==> src/rtl/posit_fault_monitor_pkg.sv <==
// Shared definitions for the posit fault checker family: FSM state
// encoding, scale-error saturation value and lane-slice packing helper.
package posit_fault_monitor_pkg;

   typedef enum logic [1:0] {
      ST_TRUNC = 2'd0,
      ST_FULL  = 2'd1,
      ST_PROBE = 2'd2
   } mon_state_e;

   // Largest unsigned scale error representable in a w-bit field.
   function automatic int scale_err_sat(input int w);
      return (1 << w) - 1;
   endfunction

   // LSB position of lane 'lane' in a packed vector of w-bit lane fields.
   function automatic int lane_lsb(input int lane, input int w);
      return lane * w;
   endfunction

endpackage

==> src/rtl/posit_scale_diff.sv <==
// Per-lane absolute scale difference |true - used| of two signed scales,
// computed at SCALE_W+1 bits and saturated back to SCALE_W bits.
module posit_scale_diff
   import posit_fault_monitor_pkg::*;
#(
   parameter int SCALE_W = 7
) (
   input  logic [SCALE_W-1:0] i_true_scale,
   input  logic [SCALE_W-1:0] i_used_scale,
   output logic [SCALE_W-1:0] o_abs_err
);

   localparam logic [SCALE_W-1:0] LP_SAT = SCALE_W'(scale_err_sat(SCALE_W));

   logic signed [SCALE_W:0] w_true_ext;
   logic signed [SCALE_W:0] w_used_ext;
   logic signed [SCALE_W:0] w_diff;
   logic        [SCALE_W:0] w_abs;

   assign w_true_ext = {i_true_scale[SCALE_W-1], i_true_scale};
   assign w_used_ext = {i_used_scale[SCALE_W-1], i_used_scale};
   assign w_diff     = w_true_ext - w_used_ext;
   assign w_abs      = w_diff[SCALE_W] ? $unsigned(-w_diff) : $unsigned(w_diff);
   // Anything that does not fit SCALE_W bits clamps to the all-ones value.
   assign o_abs_err  = w_abs[SCALE_W] ? LP_SAT : w_abs[SCALE_W-1:0];

endmodule

==> src/rtl/posit_fault_monitor.sv <==
// Multi-lane posit fault monitor: registered output stage, per-beat max
// scale error, and an adaptive-precision FSM (TRUNC -> FULL -> PROBE).
// Handshake: a beat moves on a port when valid && ready are both high in
// the same cycle; valid never depends on ready, ready = !out_valid || out_ready.
// Optional statistics (fault_count, max_scale_err) exist only when the
// macro POSIT_FAULT_MON_STATS_EN is defined; otherwise both read as 0.
module posit_fault_monitor
   import posit_fault_monitor_pkg::*;
#(
   parameter  int NLANES       = 4,
   parameter  int SCALE_W      = 7,
   parameter  int WINDOW       = 16,
   parameter  int FAULT_THRESH = 2,
   parameter  int HOLD_BEATS   = 32,
   parameter  int CNT_W        = 16,
   localparam int WC_W         = $clog2(WINDOW),
   localparam int HC_W         = (HOLD_BEATS > 1) ? $clog2(HOLD_BEATS) : 1
) (
   input  logic                      clk,
   input  logic                      rst_n,
   input  logic                      clear,
   input  logic                      in_valid,
   output logic                      in_ready,
   input  logic [NLANES-1:0]         in_fault,
   input  logic [NLANES*SCALE_W-1:0] in_true_scale,
   input  logic [NLANES*SCALE_W-1:0] in_used_scale,
   output logic                      out_valid,
   input  logic                      out_ready,
   output logic [NLANES-1:0]         out_fault_mask,
   output logic [SCALE_W-1:0]        out_scale_err,
   output logic                      mode_full,
   output logic                      probing,
   output logic [CNT_W-1:0]          fault_count,
   output logic [SCALE_W-1:0]        max_scale_err,
   output logic [1:0]                dbg_state,
   output logic [WC_W-1:0]           dbg_win_cnt,
   output logic [HC_W-1:0]           dbg_hold_cnt
);

   localparam int NF_W  = $clog2(NLANES + 1);
   localparam int WF_W  = $clog2(FAULT_THRESH + 1);
   localparam int SUM_W = ((WF_W > NF_W) ? WF_W : NF_W) + 1;
   localparam int FC_W  = CNT_W + 1;

   localparam logic [WC_W-1:0] LP_WIN_LAST  = WC_W'(WINDOW - 1);
   localparam logic [HC_W-1:0] LP_HOLD_LAST = HC_W'(HOLD_BEATS - 1);

   mon_state_e        r_state, w_state_nxt;
   logic [WC_W-1:0]   r_win_cnt, w_win_cnt_nxt;
   logic [WF_W-1:0]   r_win_faults, w_win_faults_nxt;
   logic [HC_W-1:0]   r_hold_cnt, w_hold_cnt_nxt;

   logic                 r_out_valid;
   logic [NLANES-1:0]    r_out_mask;
   logic [SCALE_W-1:0]   r_out_err;

   logic                 w_accept;
   logic [NF_W-1:0]      w_nf;
   logic [SUM_W-1:0]     w_sum;
   logic                 w_thresh_hit;
   logic [WF_W-1:0]      w_flt_sat;
   logic [SCALE_W-1:0]   w_lane_err [NLANES];
   logic [SCALE_W-1:0]   w_beat_err;

   assign in_ready = !r_out_valid || out_ready;
   assign w_accept = in_valid && in_ready;

   for (genvar g = 0; g < NLANES; g++) begin : g_lane
      posit_scale_diff #(.SCALE_W(SCALE_W)) u_diff (
         .i_true_scale (in_true_scale[lane_lsb(g, SCALE_W) +: SCALE_W]),
         .i_used_scale (in_used_scale[lane_lsb(g, SCALE_W) +: SCALE_W]),
         .o_abs_err    (w_lane_err[g])
      );
   end

   // Per-beat maximum of the lane scale errors.
   always_comb begin
      w_beat_err = '0;
      for (int i = 0; i < NLANES; i++) begin
         if (w_lane_err[i] > w_beat_err) w_beat_err = w_lane_err[i];
      end
   end

   // Number of faulting lanes in the current input beat.
   always_comb begin
      w_nf = '0;
      for (int i = 0; i < NLANES; i++) begin
         w_nf = w_nf + NF_W'(in_fault[i]);
      end
   end

   assign w_sum        = SUM_W'(r_win_faults) + SUM_W'(w_nf);
   assign w_thresh_hit = (w_sum >= SUM_W'(FAULT_THRESH));
   assign w_flt_sat    = w_thresh_hit ? WF_W'(FAULT_THRESH) : WF_W'(w_sum);

   // Output stage: load on accept, drain when downstream takes the beat.
   always_ff @(posedge clk or negedge rst_n) begin
      if (!rst_n) begin
         r_out_valid <= 1'b0;
         r_out_mask  <= '0;
         r_out_err   <= '0;
      end else if (w_accept) begin
         r_out_valid <= 1'b1;
         r_out_mask  <= in_fault;
         r_out_err   <= w_beat_err;
      end else if (out_ready) begin
         r_out_valid <= 1'b0;
      end
   end

   // FSM and window/hold counters state register.
   always_ff @(posedge clk or negedge rst_n) begin
      if (!rst_n) begin
         r_state      <= ST_TRUNC;
         r_win_cnt    <= '0;
         r_win_faults <= '0;
         r_hold_cnt   <= '0;
      end else begin
         r_state      <= w_state_nxt;
         r_win_cnt    <= w_win_cnt_nxt;
         r_win_faults <= w_win_faults_nxt;
         r_hold_cnt   <= w_hold_cnt_nxt;
      end
   end

   // Next-state logic; only accepted beats (or clear) move anything.
   always_comb begin
      w_state_nxt      = r_state;
      w_win_cnt_nxt    = r_win_cnt;
      w_win_faults_nxt = r_win_faults;
      w_hold_cnt_nxt   = r_hold_cnt;
      if (clear) begin
         w_state_nxt      = ST_TRUNC;
         w_win_cnt_nxt    = '0;
         w_win_faults_nxt = '0;
         w_hold_cnt_nxt   = '0;
      end else if (w_accept) begin
         case (r_state)
            ST_TRUNC: begin
               // Threshold crossing beats window completion.
               if (w_thresh_hit) begin
                  w_state_nxt      = ST_FULL;
                  w_win_cnt_nxt    = '0;
                  w_win_faults_nxt = '0;
                  w_hold_cnt_nxt   = '0;
               end else if (r_win_cnt == LP_WIN_LAST) begin
                  w_win_cnt_nxt    = '0;
                  w_win_faults_nxt = '0;
               end else begin
                  w_win_cnt_nxt    = r_win_cnt + WC_W'(1);
                  w_win_faults_nxt = w_flt_sat;
               end
            end
            ST_FULL: begin
               if (r_hold_cnt == LP_HOLD_LAST) begin
                  w_state_nxt      = ST_PROBE;
                  w_win_cnt_nxt    = '0;
                  w_win_faults_nxt = '0;
                  w_hold_cnt_nxt   = '0;
               end else begin
                  w_hold_cnt_nxt   = r_hold_cnt + HC_W'(1);
               end
            end
            ST_PROBE: begin
               if (w_nf != '0) begin
                  w_state_nxt      = ST_FULL;
                  w_win_cnt_nxt    = '0;
                  w_win_faults_nxt = '0;
                  w_hold_cnt_nxt   = '0;
               end else if (r_win_cnt == LP_WIN_LAST) begin
                  w_state_nxt      = ST_TRUNC;
                  w_win_cnt_nxt    = '0;
                  w_win_faults_nxt = '0;
               end else begin
                  w_win_cnt_nxt    = r_win_cnt + WC_W'(1);
               end
            end
            default: begin
               w_state_nxt      = ST_TRUNC;
               w_win_cnt_nxt    = '0;
               w_win_faults_nxt = '0;
               w_hold_cnt_nxt   = '0;
            end
         endcase
      end
   end

`ifdef POSIT_FAULT_MON_STATS_EN
   logic [CNT_W-1:0]   r_fault_count;
   logic [SCALE_W-1:0] r_max_err;
   logic [FC_W-1:0]    w_fc_sum;

   assign w_fc_sum = {1'b0, r_fault_count} + FC_W'(w_nf);

   // Saturating fault total and running maximum scale error.
   always_ff @(posedge clk or negedge rst_n) begin
      if (!rst_n) begin
         r_fault_count <= '0;
         r_max_err     <= '0;
      end else if (clear) begin
         r_fault_count <= '0;
         r_max_err     <= '0;
      end else if (w_accept) begin
         r_fault_count <= w_fc_sum[CNT_W] ? '1 : w_fc_sum[CNT_W-1:0];
         if (w_beat_err > r_max_err) r_max_err <= w_beat_err;
      end
   end

   assign fault_count   = r_fault_count;
   assign max_scale_err = r_max_err;
`else
   assign fault_count   = '0;
   assign max_scale_err = '0;
`endif

   assign out_valid      = r_out_valid;
   assign out_fault_mask = r_out_mask;
   assign out_scale_err  = r_out_err;
   assign mode_full      = (r_state == ST_FULL);
   assign probing        = (r_state == ST_PROBE);
   assign dbg_state      = r_state;
   assign dbg_win_cnt    = r_win_cnt;
   assign dbg_hold_cnt   = r_hold_cnt;

endmodule
==> config.mk <==
export PLATFORM = sky130hd
export DESIGN_NAME = posit_fault_monitor
export DESIGN_NICKNAME = d
export VERILOG_FILES = /design/src/rtl/posit_fault_monitor_pkg.sv /design/src/rtl/posit_scale_diff.sv /design/src/rtl/posit_fault_monitor.sv
export SDC_FILE = /design/constraint.sdc
export NUM_CORES = 1
export LEC_CHECK = 0
export BUFFER_PORTS_ARGS = -buffer_cell sky130_fd_sc_hd__buf_2
export CAP_MARGIN = 20
export CORE_ASPECT_RATIO = 1.5
export CORE_MARGIN = 5
export CORE_UTILIZATION = 30
export DETAILED_ROUTE_END_ITERATION = 10
export PLACE_DENSITY = 0.61
export SLEW_MARGIN = 20
export SYNTH_ARGS = -nofsm -noshare
export SYNTH_HDL_FRONTEND = slang
export SYNTH_HIERARCHICAL = 1
export SYNTH_SLANG_ARGS = --single-unit
==> constraint.sdc <==
create_clock -name clk -period 2.2 [get_ports clk]
set_input_delay 0.33 -clock clk [delete_from_list [all_inputs] [get_ports clk]]
set_output_delay 0.33 -clock clk [all_outputs]
set_load 0.02 [all_outputs]
==> metrics.cfg, run 1 <==
[final_layout]
area_growth_pct = 65.0
drive_above_1_share_pct = 51.3
most-common-layout-cells = 163 x buf_4, 87 x buf_2, 53 x inv_1
num-nets-final = 918
final_common_cell = buf_4
fin_cells = 978
diodes = 0

[timing]
drv_slew = 0
tightest_slew_ps = 745
maxSlewHeadroom_pct = 50.3
min_period_ps = 5830
fin_crit_sh_pct = 265
hold_viol = 0
rsz0062_at_grt = yes
finalSetupViolCount = 18
fin_ws_ps = -3630
finalClockSkew_ps = 7.25
max_clock_freq_mhz = 172

[grt]
grt_max_degree = 26
grt_overflow = 0
track_usage_pct = 14.5
antenna_found_initial = 0
first_global_vias = 4956
grt_first_pass_wirelength_um = 21300

[floorplan]
core_area_sq_mm = 0.0141
ios = 114
start_util_pct = 30.7
die_y_um = 157
die_area_sq_mm = 0.0170
die_width_um = 108
rows = 53

[yosys]
synth_top_family_by_area = compound AO/OA/AOI/OAI gates
synth_cell_type_count = 63
synth-adder-area-share_pct = 20.1
synth_compound_area_share_pct = 27.1
async_flop_share_pct = 100
ys_warn_count = 6
synth_edf_count = 0
yosys_register_bits = 25
ys.flop_type = dfrtp_1
synth.avg_cell_area_sq_um = 8.10
synth_cells = 534
yosysSeqAreaShare_pct = 14.5
synth_xor_xnor_area_share_pct = 5.27
synth.area.mux_share_pct = 2.32
synth-simple-area-share_pct = 19.7
netlist_area_sq_mm = 0.00432

[power_and_ir_drop]
p_leak_nw = 3.41
ir_drop_v = 0.000844
powerDensity_mw_per_mm2 = 1140
p_total_mw = 8.16

[route]
dr.first_iter.drc_count = 146
route.met3.wl_um = 416
route.met2.wl_um = 7580
avgViaCountPerCell = 4.81
antenna_left = 0
detail_route.wirelength.met1_um = 4700
drt-pass1-iter-count = 4
wirelength_um = 12800
vias = 4709
wl_per_cell_um = 13.1
top_layer_used = met4
drc = 0

[outcome]
status = finished with violations
violations = setup timing

[flow_run]
cap_violations = 0

[place]
finalWeightedCongestion = 0.815
place_inst = 951
dp_hpwl_um = 10300
port-buffer-count = 90

[setup_path]
crit_family = compound AO/OA/AOI/OAI gates
crit_path_max_incr_delay_ps = 370
critical_path_required_ps = 2360
cp_max_fo = 8
arrival_ps = 5990
critical_path_class = input port to flip-flop
cp-start-kind = input port
cpMostUsedCell = ha_4
crit_buf_inv = 4
critPathCaptureType = flip-flop
crit_slowest_cell = a221oi_4

[cts]
htree_levels = 1
cts_tree = yes
clock_path_buffers = 2
cts_sinks = 25
clk_latency_ps = 260
root_buffer = clkbuf_16
clk_pin_slew_worst_paths_ps = 60
cts_made_buffers = 3

[hold_path]
hp-class = input port to asynchronous set/reset pin

==> cell usage after synthesis, types with 7 or more instances <==
cell     count  area share (%)
a22oi_1      9             1.6
nand3_1     14             1.6
a21oi_2      8             1.6
inv_1       58             5.0
buf_4       28             4.9
nor2_1      28             2.4
a21oi_1     38             4.4
xor2_1       7             1.4
dfrtp_1     25              14
or2_2        7             1.0
mux2i_1     10             2.3
o21ai_0     13             1.5
a41oi_1      7             1.4
o21ai_1      8            0.93
o31ai_1      8             1.4
nand2_1     40             3.5
nor3_1      13             1.5
and2_1      16             2.3
ha_1        60              17
==> cells by family (layout without fill, tap and decap cells) <==
family / Yosys count / in the layout
adders and majority gates: 66 / 66
buffers and inverters: 94 / 324
AOI/OAI and AO/OA: 157 / 157
muxes: 10 / 10
DFF: 25 / 25
and+or+nand+nor: 161 / 161
xor gates and xnor gates: 20 / 20
other: 1 / 23
==> power breakdown <==
| part | switching [mW] | internal, mW |
|---|---|---|
| sequential | 0.0481 | 0.557 |
| clock | 0.159 | 0.248 |
| combinational | 3.41 | 3.73 |
| total | 3.62 | 4.54 |
==> what timing repair did <==
item	CTS	global route
endpoints found under the hold margin	0	0
pin swaps	26	46
setup endpoints to repair	18	19
gates cloned	0	0
gates resized for setup	50	52
hold buffers	0	0
setup buffers	18	5
==> flip-flops by register name, summed over array words and instances (netlist names) <==
register        cells
dbg_hold_cnt        5
out_scale_err       7
out_valid           1
dbg_win_cnt         4
r_win_faults        2
out_fault_mask      4
dbg_state           2
==> final cells by class <==
cell class	instances	area, sq um
tap	192	240
inverter	59	236
timing repair buffer	261	1790
clock buffer	4	78.8
fill	1297	6930
multi-input combinational	437	4160
sequential	25	626
==> per-layer routing <==
| metal | track usage, % | vias up |
|---|---|---|
| met5 | 0 | - |
| met4 | 2.71 | 0 |
| met3 | 1.07 | 10 |
| met2 | 31.2 | 89 |
| met1 | 14.7 | 2227 |
| li1 | - | 2383 |
==> through the flow <==
| stage | util [%] | cell area [sq um] | TNS (ps) | hold slack (ps) | setup WS (ps) |
|---|---|---|---|---|---|
| 2_1_floorplan | - | 4690 | -27980 | 34.4 | -3550 |
| 3_3_place_gp | 44.3 | 6230 | -32610 | 349 | -3810 |
| 3_5_place_dp | 44.3 | 6230 | -34410 | 358 | -4060 |
| 4_1_cts | 47.9 | 6730 | -27190 | 84.8 | -3510 |
| 5_1_grt | 50.7 | 7130 | -31680 | 118 | -3940 |
| 6_report | 50.7 | 7130 | -28530 | 70.1 | -3630 |
==> worst paths after layout <==
kind / startpoint / endpoint / slack (ps) / depth (start not counted)
setup / recovery: in_true_scale[7] / out_scale_err[4] / -3630 / 27
hold / removal: rst_n / out_fault_mask[0] / 70 / 1
setup reg to reg: dbg_hold_cnt[1] / dbg_win_cnt[1] / 50 / 8
hold reg to reg: out_fault_mask[0] / out_fault_mask[0] / 470 / 2
max in group asynchronous: rst_n / out_valid / 1740 / 1
min in group clk: in_fault[3] / out_fault_mask[3] / 270 / 3
Note: power is estimated with default switching activity, not from simulation.
==> inputs of run 2 (changes only) <==
--- a/config.mk
+++ b/config.mk
@@ -17,3 +17,4 @@
 export SYNTH_HDL_FRONTEND = slang
 export SYNTH_HIERARCHICAL = 1
 export SYNTH_SLANG_ARGS = --single-unit
+export TNS_END_PERCENT = 50
==> metrics.cfg, run 2 (synthesis gave the netlist of run 1 again) <==
[final_layout]
drive_above_1_share_pct = 49.0
fillers = 1330
multiInputGateArea_sq_mm = 0.00407
num-nets-final = 899
most-common-layout-cells = 150 x buf_4, 87 x buf_2, 54 x inv_1
final_common_cell = buf_4
diodes = 0
fin_cells = 959
area_growth_pct = 59.2
largest_reg_flops = 7
seq_area_sq_um = 626

[cts]
hold_buffers = 0
cts_tree = yes
cts_sinks = 25
clk_latency_ps = 250
root_buffer = clkbuf_16
htree_levels = 1
cts_made_buffers = 3
clock_path_buffers = 2
clk_pin_slew_worst_paths_ps = 60

[setup_path]
critPathCaptureType = flip-flop
r2r_end = dbg_state[1]
r2r_slack_ps = 70
crit_slowest_cell = fa_2
cp_max_fo = 8
crit_path_max_incr_delay_ps = 420
cp-start-kind = input port
critical_path_required_ps = 2360
reg2reg_depth = 9
r2r-start = dbg_hold_cnt[0]
cpMostUsedCell = ha_4
critical_path_class = input port to flip-flop
arrival_ps = 5970

[place]
finalWeightedCongestion = 0.854
place_inst = 946
port-buffer-count = 90
dp_hpwl_um = 10200

[timing]
max_clock_freq_mhz = 172
drv_slew = 0
min_period_ps = 5810
whs_ps = 72.6
hold_viol = 0
finalSetupViolCount = 18
fin_crit_sh_pct = 264
maxSlewHeadroom_pct = 47.9
tns_ps = -27850
rsz0062_at_grt = yes
tightest_slew_ps = 781
finalClockSkew_ps = 2.98
fin_ws_ps = -3610

[grt]
grt_overflow = 0
track_usage_pct = 14.0
grt_max_degree = 26
grt_first_pass_wirelength_um = 20600
first_global_vias = 4882
antenna_found_initial = 0

[route]
antenna_left = 0
drt-pass1-iter-count = 4
vias = 4629
wl_per_cell_um = 12.8
avgViaCountPerCell = 4.83
wirelength_um = 12300
dr.first_iter.drc_count = 124
drc = 0

[flow_run]
cap_violations = 0

[power_and_ir_drop]
ir_drop_v = 0.000708
p_leak_nw = 3.30
powerDensity_mw_per_mm2 = 1100
p_total_mw = 7.55

[outcome]
violations = setup timing
status = finished with violations

[floorplan]
core_area_sq_mm = 0.0141
die_area_sq_mm = 0.0170
start_util_pct = 30.7
die_y_um = 157
die_width_um = 108
ios = 114
rows = 53

[hold_path]
hp-class = input port to asynchronous set/reset pin

## run 2: area by class of cell
cell class,count,area share (%)
Sequential cell,25,9.09
Inverter,59,3.44
Timing Repair Buffer,242,23.7
Multi-Input combinational cell,437,59.2
Tap cell,192,3.49
Clock buffer,4,1.15
## run 2: per-stage QoR
step / cell area [sq um] / setup WS (ps) / utilization (%)
after floorplan: 4640 / -3550 / -
after global placement: 6160 / -3830 / 43.8
after detailed placement: 6160 / -3960 / 43.8
after CTS: 6580 / -3470 / 46.8
after global routing: 6880 / -3860 / 49.0
final: 6880 / -3610 / 49.0
## run 2: worst max-delay path, delay by kind of cell
family,cells,cell delay (ps)
AOI/OAI and AO/OA,12,2800
buffers and inverters,3,170
xor gates and xnor gates,1,210
and+or+nand+nor,6,1160
adders and majority gates,5,1270
## run 2: how the worst max path moves through the flow
| stage | start | endpoint | slack [ps] | cells past startpoint |
|---|---|---|---|---|
| global route | in_true_scale[7] | out_scale_err[1] | -3860 | 27 |
| CTS | in_true_scale[7] | out_scale_err[0] | -3470 | 28 |
| detailed placement | in_true_scale[7] | out_scale_err[4] | -3960 | 28 |
| floorplan | in_true_scale[0] | out_scale_err[6] | -3550 | 29 |
| finish | in_true_scale[7] | out_scale_err[4] | -3610 | 27 |
| global placement | in_true_scale[7] | out_scale_err[1] | -3830 | 28 |
## run 2: metal layers
layer	routed length, um	part of all wire [%]	GRT usage [%]	vias to the layer above
met5	0	0	0	-
met4	142	1.2	2.35	0
met3	418	3.4	1.03	14
met2	7220	59	30.4	92
met1	4520	37	14.2	2175
li1	-	-	-	2348
## run 2: repair_timing
item / 4_1_cts / 5_1_grt
pin swaps: 31 / 38
setup endpoints to repair: 18 / 18
gates resized for setup: 49 / 41
setup buffers: 7 / 2
## run 2: power breakdown
group / leakage (nW) / switching (mW) / internal [mW]
Sequential: 0.326 / 0.0575 / 0.557
Combinational: 2.93 / 3.26 / 3.27
Clock: 0.0382 / 0.155 / 0.248
Total: 3.30 / 3.47 / 4.08
